==> config.mk <==
export PLATFORM = sky130hd
export DESIGN_NAME = stage_if
export DESIGN_NICKNAME = d
export VERILOG_FILES = /design/src/rtl/stage_if.sv
export SDC_FILE = /design/constraint.sdc
export NUM_CORES = 1
export LEC_CHECK = 0
export BUFFER_PORTS_ARGS = -buffer_cell sky130_fd_sc_hd__buf_2
export CORE_ASPECT_RATIO = 2
export CORE_MARGIN = 5
export CORE_UTILIZATION = 60
export CTS_CLUSTER_DIAMETER = 150
export DETAILED_ROUTE_END_ITERATION = 10
export PLACE_DENSITY = 0.85
export SLEW_MARGIN = 0
export SYNTH_ARGS = -nofsm -noshare
export SYNTH_HDL_FRONTEND = slang
export SYNTH_SLANG_ARGS = --single-unit
==> constraint.sdc <==
create_clock -name clk -period 5.3 [get_ports clk]
set_input_delay 1.06 -clock clk [delete_from_list [all_inputs] [get_ports clk]]
set_output_delay 1.06 -clock clk [all_outputs]
set_load 0.005 [all_outputs]
==> src/rtl/stage_if.sv <==
// rtl/stage_if.sv - RISC-V instruction-fetch stage: PC, req/ack fetch, one-word stall buffer, IF/ID register
module stage_if #(
   parameter logic [31:0] RESET_PC = 32'h0000_0000,
   parameter logic [31:0] NOP_INST = 32'h0000_0013
) (
   input  logic        clk,
   input  logic        rst_n,
   input  logic        stall,
   input  logic        br,
   input  logic [31:0] br_addr,
   output logic        mem_req,
   output logic [31:0] mem_addr,
   input  logic        mem_ack,
   input  logic [31:0] mem_rdata,
   output logic [31:0] id_pc,
   output logic [31:0] id_inst,
   output logic        id_valid
);

   typedef enum logic [1:0] {S_IDLE, S_WAIT, S_DROP} state_t;

   localparam logic [31:0] RESET_PC_A = RESET_PC & ~32'h3;

   state_t      state_q, state_d;
   logic [31:0] pc_q, pc_d;
   logic [31:0] tgt_q, tgt_d;
   logic        buf_valid_q, buf_valid_d;
   logic [31:0] buf_pc_q, buf_pc_d;
   logic [31:0] buf_inst_q, buf_inst_d;
   logic [31:0] id_pc_q, id_pc_d;
   logic [31:0] id_inst_q, id_inst_d;
   logic        id_valid_q, id_valid_d;

   logic        req_int;
   logic        redirect;
   logic        accept;
   logic [31:0] br_tgt;

   // While a dropped fetch is in flight pc_q keeps its address; the redirect target waits in tgt_q.
   assign req_int  = (state_q != S_IDLE) || !buf_valid_q;
   assign mem_req  = rst_n & req_int;
   assign mem_addr = pc_q & ~32'h3;
   assign redirect = br & ~stall;
   assign accept   = req_int & mem_ack & (state_q != S_DROP) & ~redirect;
   assign br_tgt   = br_addr & ~32'h3;

   assign id_pc    = id_pc_q;
   assign id_inst  = id_inst_q;
   assign id_valid = id_valid_q;

   always_comb begin
      state_d     = state_q;
      pc_d        = pc_q;
      tgt_d       = tgt_q;
      buf_valid_d = buf_valid_q;
      buf_pc_d    = buf_pc_q;
      buf_inst_d  = buf_inst_q;
      id_pc_d     = id_pc_q;
      id_inst_d   = id_inst_q;
      id_valid_d  = id_valid_q;

      if (redirect) begin
         buf_valid_d = 1'b0;
         id_valid_d  = 1'b0;
         id_inst_d   = NOP_INST;
         if (req_int && !mem_ack) begin
            state_d = S_DROP;
            tgt_d   = br_tgt;
         end else begin
            state_d = S_IDLE;
            pc_d    = br_tgt;
         end
      end else begin
         case (state_q)
            S_IDLE:  if (req_int && !mem_ack) state_d = S_WAIT;
            S_WAIT:  if (mem_ack) state_d = S_IDLE;
            S_DROP:  if (mem_ack) begin
                        state_d = S_IDLE;
                        pc_d    = tgt_q;
                     end
            default: state_d = S_IDLE;
         endcase

         if (accept) begin
            pc_d = pc_q + 32'd4;
            if (stall) begin
               buf_valid_d = 1'b1;
               buf_pc_d    = pc_q;
               buf_inst_d  = mem_rdata;
            end else begin
               id_pc_d    = pc_q;
               id_inst_d  = mem_rdata;
               id_valid_d = 1'b1;
            end
         end else if (!stall) begin
            if (buf_valid_q) begin
               buf_valid_d = 1'b0;
               id_pc_d     = buf_pc_q;
               id_inst_d   = buf_inst_q;
               id_valid_d  = 1'b1;
            end else begin
               id_inst_d  = NOP_INST;
               id_valid_d = 1'b0;
            end
         end
      end
   end

   always_ff @(posedge clk or negedge rst_n) begin
      if (!rst_n) begin
         state_q     <= S_IDLE;
         pc_q        <= RESET_PC_A;
         tgt_q       <= RESET_PC_A;
         buf_valid_q <= 1'b0;
         buf_pc_q    <= 32'd0;
         buf_inst_q  <= NOP_INST;
         id_pc_q     <= 32'd0;
         id_inst_q   <= NOP_INST;
         id_valid_q  <= 1'b0;
      end else begin
         state_q     <= state_d;
         pc_q        <= pc_d;
         tgt_q       <= tgt_d;
         buf_valid_q <= buf_valid_d;
         buf_pc_q    <= buf_pc_d;
         buf_inst_q  <= buf_inst_d;
         id_pc_q     <= id_pc_d;
         id_inst_q   <= id_inst_d;
         id_valid_q  <= id_valid_d;
      end
   end

endmodule

==> results.toml, run 1 <==
[run_status]
status = "finished, final reports clean"

[worst_setup_path]
reg2reg_depth = 5
arrival_ps = 1940
cp-startpoint = "buf_valid_q$_DFFE_PN0P_"
worstPathMaxFanout = 25
reg2reg_to = "buf_pc_q[2]$_DFFE_PN0P_"
end_kind = "primary output"
worst_setup_path_start_kind = "flop"
required_ps = 4240
cp-endpoint = "mem_req"
crit_type = "reg -> out"
r2r_start = "buf_valid_q$_DFFE_PN0P_"
ff2ff_setup_slack_ps = 2320

[global_routing]
antenna_found_initial = 0
grt_pass1_wl_mm = 36.1
grt_pass1_vias = 7349
grt_overflow_total = 0
track_usage_pct = 26.2
grt_max_degree = 83

[die]
initial_core_util_pct = 60.5
core_mm2 = 0.0147
row_count = 63
die-area_mm2 = 0.0175
fp.dieW_um = 96.0
io-pin-count = 167
fp.dieH_um = 182

[finish]
nets = 1045
stdcell_count = 1182
drive_above_1_share_pct = 31.8
areaGrowthSynthToFinish_pct = 16.9

[power]
net-switching-power_mw = 1.95
pwr-share-clk_pct = 23.3
power_leakage_nw = 4.96
p_per_area_mw_per_mm2 = 533
p_comb_share_pct = 30.6
p_int_mw = 3.58
power.share.switching_pct = 35.3
peakVddDrop_mv = 0.338
seq_power_share_pct = 46.2

[yosys]
syn_inst = 844
synth_edf_count = 0
synth-main-ff-cell = "dfrtp_1"
synth_seq_cells = 188
netlist_area_mm2 = 0.00888
synth_cell_types = 63
synth_top_cell_by_area = "dfrtp_1"
synth.avg_cell_area_um2 = 10.5
yosysSeqAreaShare_pct = 53.1
synth_warnings = 0
synthMostInstantiatedCell = "dfrtp_1"
yosys-top-cells-area = "dfrtp_1 (51%), mux2_2 (10%), nand2_1 (5.2%)"
async_flop_share_pct = 100
ys_top_cells_by_count = "dfrtp_1 (182), nand2_1 (122), o21ai_0 (81), mux2_2 (79), a21oi_1 (42)"
synth_top_area_share_pct = 51.3

[timing]
setup_viol = 0
slew_viol_final = 0
fin_crit_ps = 3000
relSlewSlack_pct = 30.4
tightest_slew_ps = 1040
finalSetupTns_ps = 0
fin_skew_ps = 8.34
fmax_mhz = 333
hold_viol = 0
period_share_pct = 56.6
rsz0062_at_grt = "no"

[detailed_routing]
ant_nets = 0
wl_mm = 21.6
vias = 7023
drc = 0
firstDrtPassIters = 5
drt-initial-drc-count = 423
post_drt_via_cell_ratio = 5.94
wl_per_cell_um = 18.3

[clock_network]
cts_tree = "done"
path_clk_slew_ps = 70
cts_resized = 0
ctsHoldBuffers = 0
cts_max_level = 4
cts_buffer_depth = 2
cts_buffers = 17
clk_latency_ps = 430
cts_setup_buffers = 0
cts_root_buf = "clkbuf_16"
clock_sinks = 188

[hold_path]
hold_path.class = "reg -> reg"

[run]
cap_violations = 0

[placed_design]
hpwl_mm = 14.5
placedCellCount = 1149
portBuffers = 160
gp_congestion = 0.832
-- worst min-delay path by stage --
stage                                  start  slack (ps)  depth (start not counted)                        to
CTS                  id_inst[15]$_DFFE_PN0P_         480                          1   id_inst[15]$_DFFE_PN0P_
floorplan           buf_pc_q[20]$_DFFE_PN0P_         450                          2  buf_pc_q[20]$_DFFE_PN0P_
detailed placement   id_inst[15]$_DFFE_PN0P_         460                          1   id_inst[15]$_DFFE_PN0P_
finish                  id_pc[7]$_DFFE_PN0P_         470                          2      id_pc[7]$_DFFE_PN0P_
global placement       id_pc[21]$_DFFE_PN0P_         460                          2     id_pc[21]$_DFFE_PN0P_
global route           id_pc[15]$_DFFE_PN0P_         500                          2     id_pc[15]$_DFFE_PN0P_
-- worst max-delay path, stage by stage (launching register included) --
cell and delay (ps):
dfrtp_1 880, nand2_1 270, and2_1 240, buf_2 120
-- cell families (layout without fill, tap and decap cells) --
kind of cell,Yosys count,in the layout,synth area share [%]
compound gates,219,219,14.9
xor+xnor,8,8,0.789
fa+ha+maj,3,3,0.423
buf+inv,76,215,3.85
flops,188,188,53.1
mux,112,112,13.8
other cells,1,5,0.0422
simple gates,237,237,13.1
-- power by group through the flow --
stage | clock, mW | combinational, mW | sequential (mW)
2_1_floorplan | 0 | 1.15 | 2.42
3_3_place_gp | 0 | 1.61 | 2.51
3_5_place_dp | 0 | 1.69 | 2.56
4_1_cts | 1.30 | 1.71 | 2.54
5_1_grt | 1.38 | 1.90 | 2.63
6_report | 1.29 | 1.69 | 2.55
-- final cells by class --
class | count | area, um2
sequential | 188 | 4710
fill | 1109 | 4290
multi-input combinational | 583 | 3870
timing repair buffer | 175 | 922
clock buffer | 18 | 429
tap | 195 | 244
clock inverter | 14 | 160
inverter | 8 | 30.0
antenna | 1 | 2.50
-- registers in the layout, summed over array words and instances, names as in the netlist --
| signal | flops |
|---|---|
| buf_inst_q | 32 |
| id_inst | 32 |
| buf_pc_q | 30 |
| id_pc | 30 |
| pc_q | 30 |
| tgt_q | 30 |
| state_q | 2 |
| buf_valid_q | 1 |
| id_valid | 1 |
-- layout by cell type (no fill, tap or decap), types with 6 or more instances in the layout --
master and n:
nand3_1 34, nor3_1 8, and3_1 6, clkbuf_16 17
mux2_2 79, o21ai_1 12, a221o_1 6, mux2_1 7
a21o_1 18, o22ai_1 6, buf_2 159, mux2i_1 26
a21oi_1 42, nor2_1 24, buf_4 15, a22oi_1 13
nand2_1 121, dfrtp_1 182, o21ai_0 81, a31oi_1 10
dfstp_2 6, inv_1 8, xor2_1 6
-- stage by stage --
step	worst slack (ps)	util, %	hold slack, ps	cell area, um2	total power [mW]
floorplan	2920	-	450	8890	3.57
global placement	2070	66.7	456	9780	4.12
detailed placement	1980	66.7	463	9780	4.26
CTS	2310	70.7	479	10400	5.55
global route	2120	70.7	498	10400	5.91
finish	2300	70.7	472	10400	5.53
-- routing by layer --
metal  GRT usage [%]  share of wire [%]  vias to the layer above
met2            41.7                 50                      293
met3            5.35                6.7                       51
li1                -                  -                     3257
met1            35.0                 41                     3422
met4            10.2                2.5                        0
met5               0                  0                        -
Power figures use the tool's default switching activity.
==> inputs of run 2 (changes only) <==
--- a/config.mk
+++ b/config.mk
@@ -8,10 +8,10 @@
 export BUFFER_PORTS_ARGS = -buffer_cell sky130_fd_sc_hd__buf_2
 export CORE_ASPECT_RATIO = 2
 export CORE_MARGIN = 5
-export CORE_UTILIZATION = 60
+export CORE_UTILIZATION = 56
 export CTS_CLUSTER_DIAMETER = 150
 export DETAILED_ROUTE_END_ITERATION = 10
-export PLACE_DENSITY = 0.85
+export PLACE_DENSITY = 0.8
 export SLEW_MARGIN = 0
 export SYNTH_ARGS = -nofsm -noshare
 export SYNTH_HDL_FRONTEND = slang
==> constraint.sdc (replaced) <==
create_clock -name clk -period 2.8 [get_ports clk]
set_input_delay 0.56 -clock clk [delete_from_list [all_inputs] [get_ports clk]]
set_output_delay 0.56 -clock clk [all_outputs]
set_load 0.005 [all_outputs]
==> run 2 against run 1 <==
Largest cell class unchanged. Critical endpoint is now pc_q[22]$_DFFE_PN0P_. Flip-flop and latch count unchanged. Highest routed layer is now met5. Final cell count up 1.3%. Register-to-register slack lost 1900 ps. Clock power is 80% higher. Power rose by 88%.
==> results.toml, run 2 (same netlist as run 1, synthesis figures left out) <==
[finish]
seq_area_mm2 = 0.00471
fin_area_mm2 = 0.0104
nets = 1055
final_cell_mix = "dfrtp_1 (182), buf_2 (159), nand2_1 (121)"
drive_above_1_share_pct = 32.6
multi_input_area_mm2 = 0.00388
final_common_cell = "dfrtp_1"
areaGrowthSynthToFinish_pct = 17.7
fill_cells = 1252
post-route-util_pct = 66.6

[detailed_routing]
vias = 7004
wl_mm = 22.1
drt-initial-drc-count = 401
ant_nets = 0
wl_per_cell_um = 18.5
firstDrtPassIters = 5
drc = 0
post_drt_via_cell_ratio = 5.85

[clock_network]
clk_latency_ps = 430
path_clk_slew_ps = 70
cts_max_level = 4
cts_resized = 0
cts_root_buf = "clkbuf_16"
ctsHoldBuffers = 0
clock_sinks = 188
cts_setup_buffers = 0
cts_buffers = 17
cts_buffer_depth = 2
cts_tree = "done"

[global_routing]
grt_pass1_vias = 7169
grt_overflow_total = 0
antenna_found_initial = 5
grt_max_degree = 133
track_usage_pct = 24.6
grt_pass1_wl_mm = 36.7

[placed_design]
portBuffers = 160
placed_area_mm2 = 0.00988
hpwl_mm = 15.5
dp_slack_ps = 612
gp_congestion = 0.828

[worst_setup_path]
slowest_delay_ps = 530
cp_num_buf_inv = 0
crit_type = "reg -> reg"
end_kind = "flop"
required_ps = 3110
crit_path_cell_trace = "ha_1, and4_1, nand2_1, nor4_2, xor2_1, a221o_1"
worst_setup_path_start_kind = "flop"
worstPathMaxFanout = 9
slowest_stage = "dfrtp_1"
critPathTopFamily = "simple AND/OR/NAND/NOR gates"
arrival_ps = 2650

[die]
row_count = 65
die-area_mm2 = 0.0186
fp.dieH_um = 188
initial_core_util_pct = 56.5
io-pin-count = 167
fp.dieW_um = 99.0
core_mm2 = 0.0157

[power]
peakVddDrop_mv = 0.545
p_total_mw = 10.4
power_leakage_nw = 5.01
p_per_area_mw_per_mm2 = 995

[timing]
setup_slack_ps = 460
relSlewSlack_pct = 52.2
finalSetupTns_ps = 0
fmax_mhz = 427
fin_skew_ps = 11.4
hold_viol = 0
rsz0062_at_grt = "no"
period_share_pct = 83.6
slew_viol_final = 0
tightest_slew_ps = 717
setup_viol = 0
fin_crit_ps = 2340

[hold_path]
hold_path.class = "in -> async"

[run_status]
status = "finished, final reports clean"

[run]
cap_violations = 0
run 2: cell count changes in the layout (fill, tap and decap cells not counted), sizes merged:
cell | previous run | this run
bufinv | 2 | 0
clkinv | 4 | 3
inv | 14 | 16
buf | 174 | 184
run 2: where the power goes:
part / switching (mW) / leakage (nW) / internal, mW
sequential: 0.939 / 2.32 / 3.85
combinational: 1.66 / 2.41 / 1.63
clock: 1.12 / 0.273 / 1.20
run 2: per-layer routing:
| metal | share of wire, % | track usage, % | routed length (um) | vias up |
|---|---|---|---|---|
| met4 | 4.8 | 13.6 | 1060 | 8 |
| met2 | 52 | 42.1 | 11500 | 231 |
| met5 | 0.13 | 0 | 29 | - |
| met1 | 38 | 28.5 | 8390 | 3427 |
| li1 | - | - | - | 3276 |
| met3 | 5.2 | 4.65 | 1160 | 62 |
run 2: worst paths after layout:
| path | start | endpoint | slack, ps | cells past startpoint |
|---|---|---|---|---|
| min reg2reg | id_pc[21]$_DFFE_PN0P_ | id_pc[21]$_DFFE_PN0P_ | 470 | 2 |
| max | pc_q[2]$_DFFE_PN0P_ | pc_q[22]$_DFFE_PN0P_ | 460 | 6 |
| min in group clk | mem_rdata[18] | buf_inst_q[18]$_DFFE_PN0P_ | 370 | 2 |
| max in group asynchronous | rst_n | buf_inst_q[30]$_DFFE_PN0P_ | 2000 | 2 |
| max reg2reg | pc_q[2]$_DFFE_PN0P_ | pc_q[22]$_DFFE_PN0P_ | 460 | 6 |
| min | rst_n | tgt_q[16]$_DFFE_PN0P_ | 260 | 2 |
run 2: cell type report:
cell class	count	area share (%)
sequential	188	45.1
multi-input combinational	583	37.1
timing repair buffer	185	9.67
clock buffer	18	4.20
tap	201	2.41
clock inverter	13	1.19
inverter	8	0.287
antenna	1	0.0240
run 2: through the flow:
stage,hold WS [ps],cells
after global placement,456,1165
after detailed placement,464,1165
after floorplan,264,847
final,263,1197
after CTS,327,1196
after global routing,359,1197
run 2: worst reg2reg max path: stages (launching register included):
cell and delay [ps]:
dfrtp_1 530, ha_1 260, and4_1 290, nand2_1 270, nor4_2 430, xor2_1 130
a221o_1 310
==> inputs of run 3 (changes only) <==
--- a/config.mk
+++ b/config.mk
@@ -8,10 +8,10 @@
 export BUFFER_PORTS_ARGS = -buffer_cell sky130_fd_sc_hd__buf_2
 export CORE_ASPECT_RATIO = 2
 export CORE_MARGIN = 5
-export CORE_UTILIZATION = 56
+export CORE_UTILIZATION = 50
 export CTS_CLUSTER_DIAMETER = 150
 export DETAILED_ROUTE_END_ITERATION = 10
-export PLACE_DENSITY = 0.8
+export PLACE_DENSITY = 0.76
 export SLEW_MARGIN = 0
 export SYNTH_ARGS = -nofsm -noshare
 export SYNTH_HDL_FRONTEND = slang
==> constraint.sdc (replaced) <==
create_clock -name clk -period 2 [get_ports clk]
set_input_delay 0.4 -clock clk [delete_from_list [all_inputs] [get_ports clk]]
set_output_delay 0.4 -clock clk [all_outputs]
set_load 0.005 [all_outputs]
==> run 3 against run 2 <==
Worst setup slack lost 370 ps. Flip-flop and latch count unchanged. Sequential power increased by 34%. Worst hold slack got worse by 110 ps.
==> results.toml, run 3 (same netlist as run 1, synthesis figures left out) <==
[hold_path]
hold_path.class = "in -> async"

[worst_setup_path]
end_kind = "primary output"
required_ps = 1600
worstPathMaxFanout = 4
crit_type = "reg -> out"
worst_setup_path_start_kind = "flop"
arrival_ps = 1510
r2r_start = "state_q[0]$_DFFE_PN0P_"
cp-startpoint = "state_q[0]$_DFFE_PN0P_"
reg2reg_to = "pc_q[21]$_DFFE_PN0P_"
slowest_delay_ps = 390
reg2reg_depth = 7
slowest_stage = "dfrtp_1"
crit_path_cell_trace = "inv_2, ha_2, buf_6, nand2_4, and2_4, buf_2"
ff2ff_setup_slack_ps = 90

[finish]
fin_area_mm2 = 0.0110
areaGrowthSynthToFinish_pct = 23.7
final_common_cell = "dfrtp_1"
nets = 1090
post-route-util_pct = 62.3
drive_above_1_share_pct = 36.2
final_cell_mix = "dfrtp_1 (180), buf_2 (159), nand2_1 (120)"
stdcell_count = 1244
diodes = 0

[die]
initial_core_util_pct = 50.4
fp.dieH_um = 198
io-pin-count = 167
row_count = 69
die-area_mm2 = 0.0207
core_mm2 = 0.0176
fp.dieW_um = 104

[clock_network]
cts_buffers = 17
cts_max_level = 4
cts_buffer_depth = 2
path_clk_slew_ps = 70
cts_tree = "done"
cts_root_buf = "clkbuf_16"
clk_latency_ps = 430
clock_sinks = 188
ctsHoldBuffers = 0

[run]
cap_violations = 0

[timing]
fin_skew_ps = 9.84
tightest_slew_ps = 725
fmax_mhz = 523
finalSetupTns_ps = 0
setup_viol = 0
rsz0062_at_grt = "no"
slew_viol_final = 0
setup_slack_ps = 87.3
fin_crit_ps = 1910
period_share_pct = 95.6
relSlewSlack_pct = 51.7
holdWs_ps = 149
hold_viol = 0

[placed_design]
portBuffers = 160
gp_congestion = 0.888
placed_area_mm2 = 0.0102
dp_slack_ps = -28.4
hpwl_mm = 15.2
placedCellCount = 1205

[detailed_routing]
wl_mm = 22.2
ant_nets = 0
firstDrtPassIters = 6
vias = 7136
wl_per_cell_um = 17.8
post_drt_via_cell_ratio = 5.74
drt-initial-drc-count = 371
drc = 0

[global_routing]
grt_pass1_wl_mm = 37.4
grt_pass1_vias = 7375
grt_max_degree = 139
antenna_found_initial = 0
grt_overflow_total = 0
track_usage_pct = 22.1

[run_status]
status = "finished, final reports clean"

[power]
p_per_area_mw_per_mm2 = 1410
power_leakage_nw = 5.27
p_total_mw = 15.5
peakVddDrop_mv = 0.856
run 3: worst max path at each step:
stage / end / slack, ps / depth (start not counted)
after floorplan: buf_pc_q[22]$_DFFE_PN0P_ / 60 / 8
after global placement: id_inst[16]$_DFFE_PN0P_ / 90 / 8
after detailed placement: pc_q[21]$_DFFE_PN0P_ / -30 / 7
after CTS: mem_req / 10 / 6
after global routing: mem_req / 10 / 6
final: mem_req / 90 / 6
run 3: cell type report:
| type | count | area [um2] |
|---|---|---|
| inverter | 8 | 30.0 |
| timing repair buffer | 220 | 1410 |
| multi-input combinational | 583 | 3940 |
| clock buffer | 21 | 450 |
| clock inverter | 11 | 161 |
| fill | 1452 | 6630 |
| sequential | 188 | 4710 |
| tap | 213 | 267 |
run 3: layer usage:
layer | routed length [um] | global-route usage, %
met1 | 9560 | 29.1
met2 | 11000 | 36.4
met3 | 1130 | 3.77
met4 | 468 | 8.93
met5 | 0 | 0
run 3: timing repair:
action,in CTS,in global routing
setup endpoints to repair,2,27
pin swaps,0,4
resized for setup,3,21
buffers inserted,0,7
run 3: critical path: cells and delay by family, from the launching register on:
kind,cells,cell delay (ps)
AND/OR/NAND/NOR,2,220
flip-flops,1,390
adder cells (fa/ha/maj),1,180
buffers and inverters,3,300
run 3: power breakdown:
group / total [mW] / switching, mW / internal (mW)
sequential: 6.43 / 1.03 / 5.40
combinational: 5.49 / 2.73 / 2.76
clock: 3.53 / 1.51 / 2.03
total: 15.5 / 5.27 / 10.2
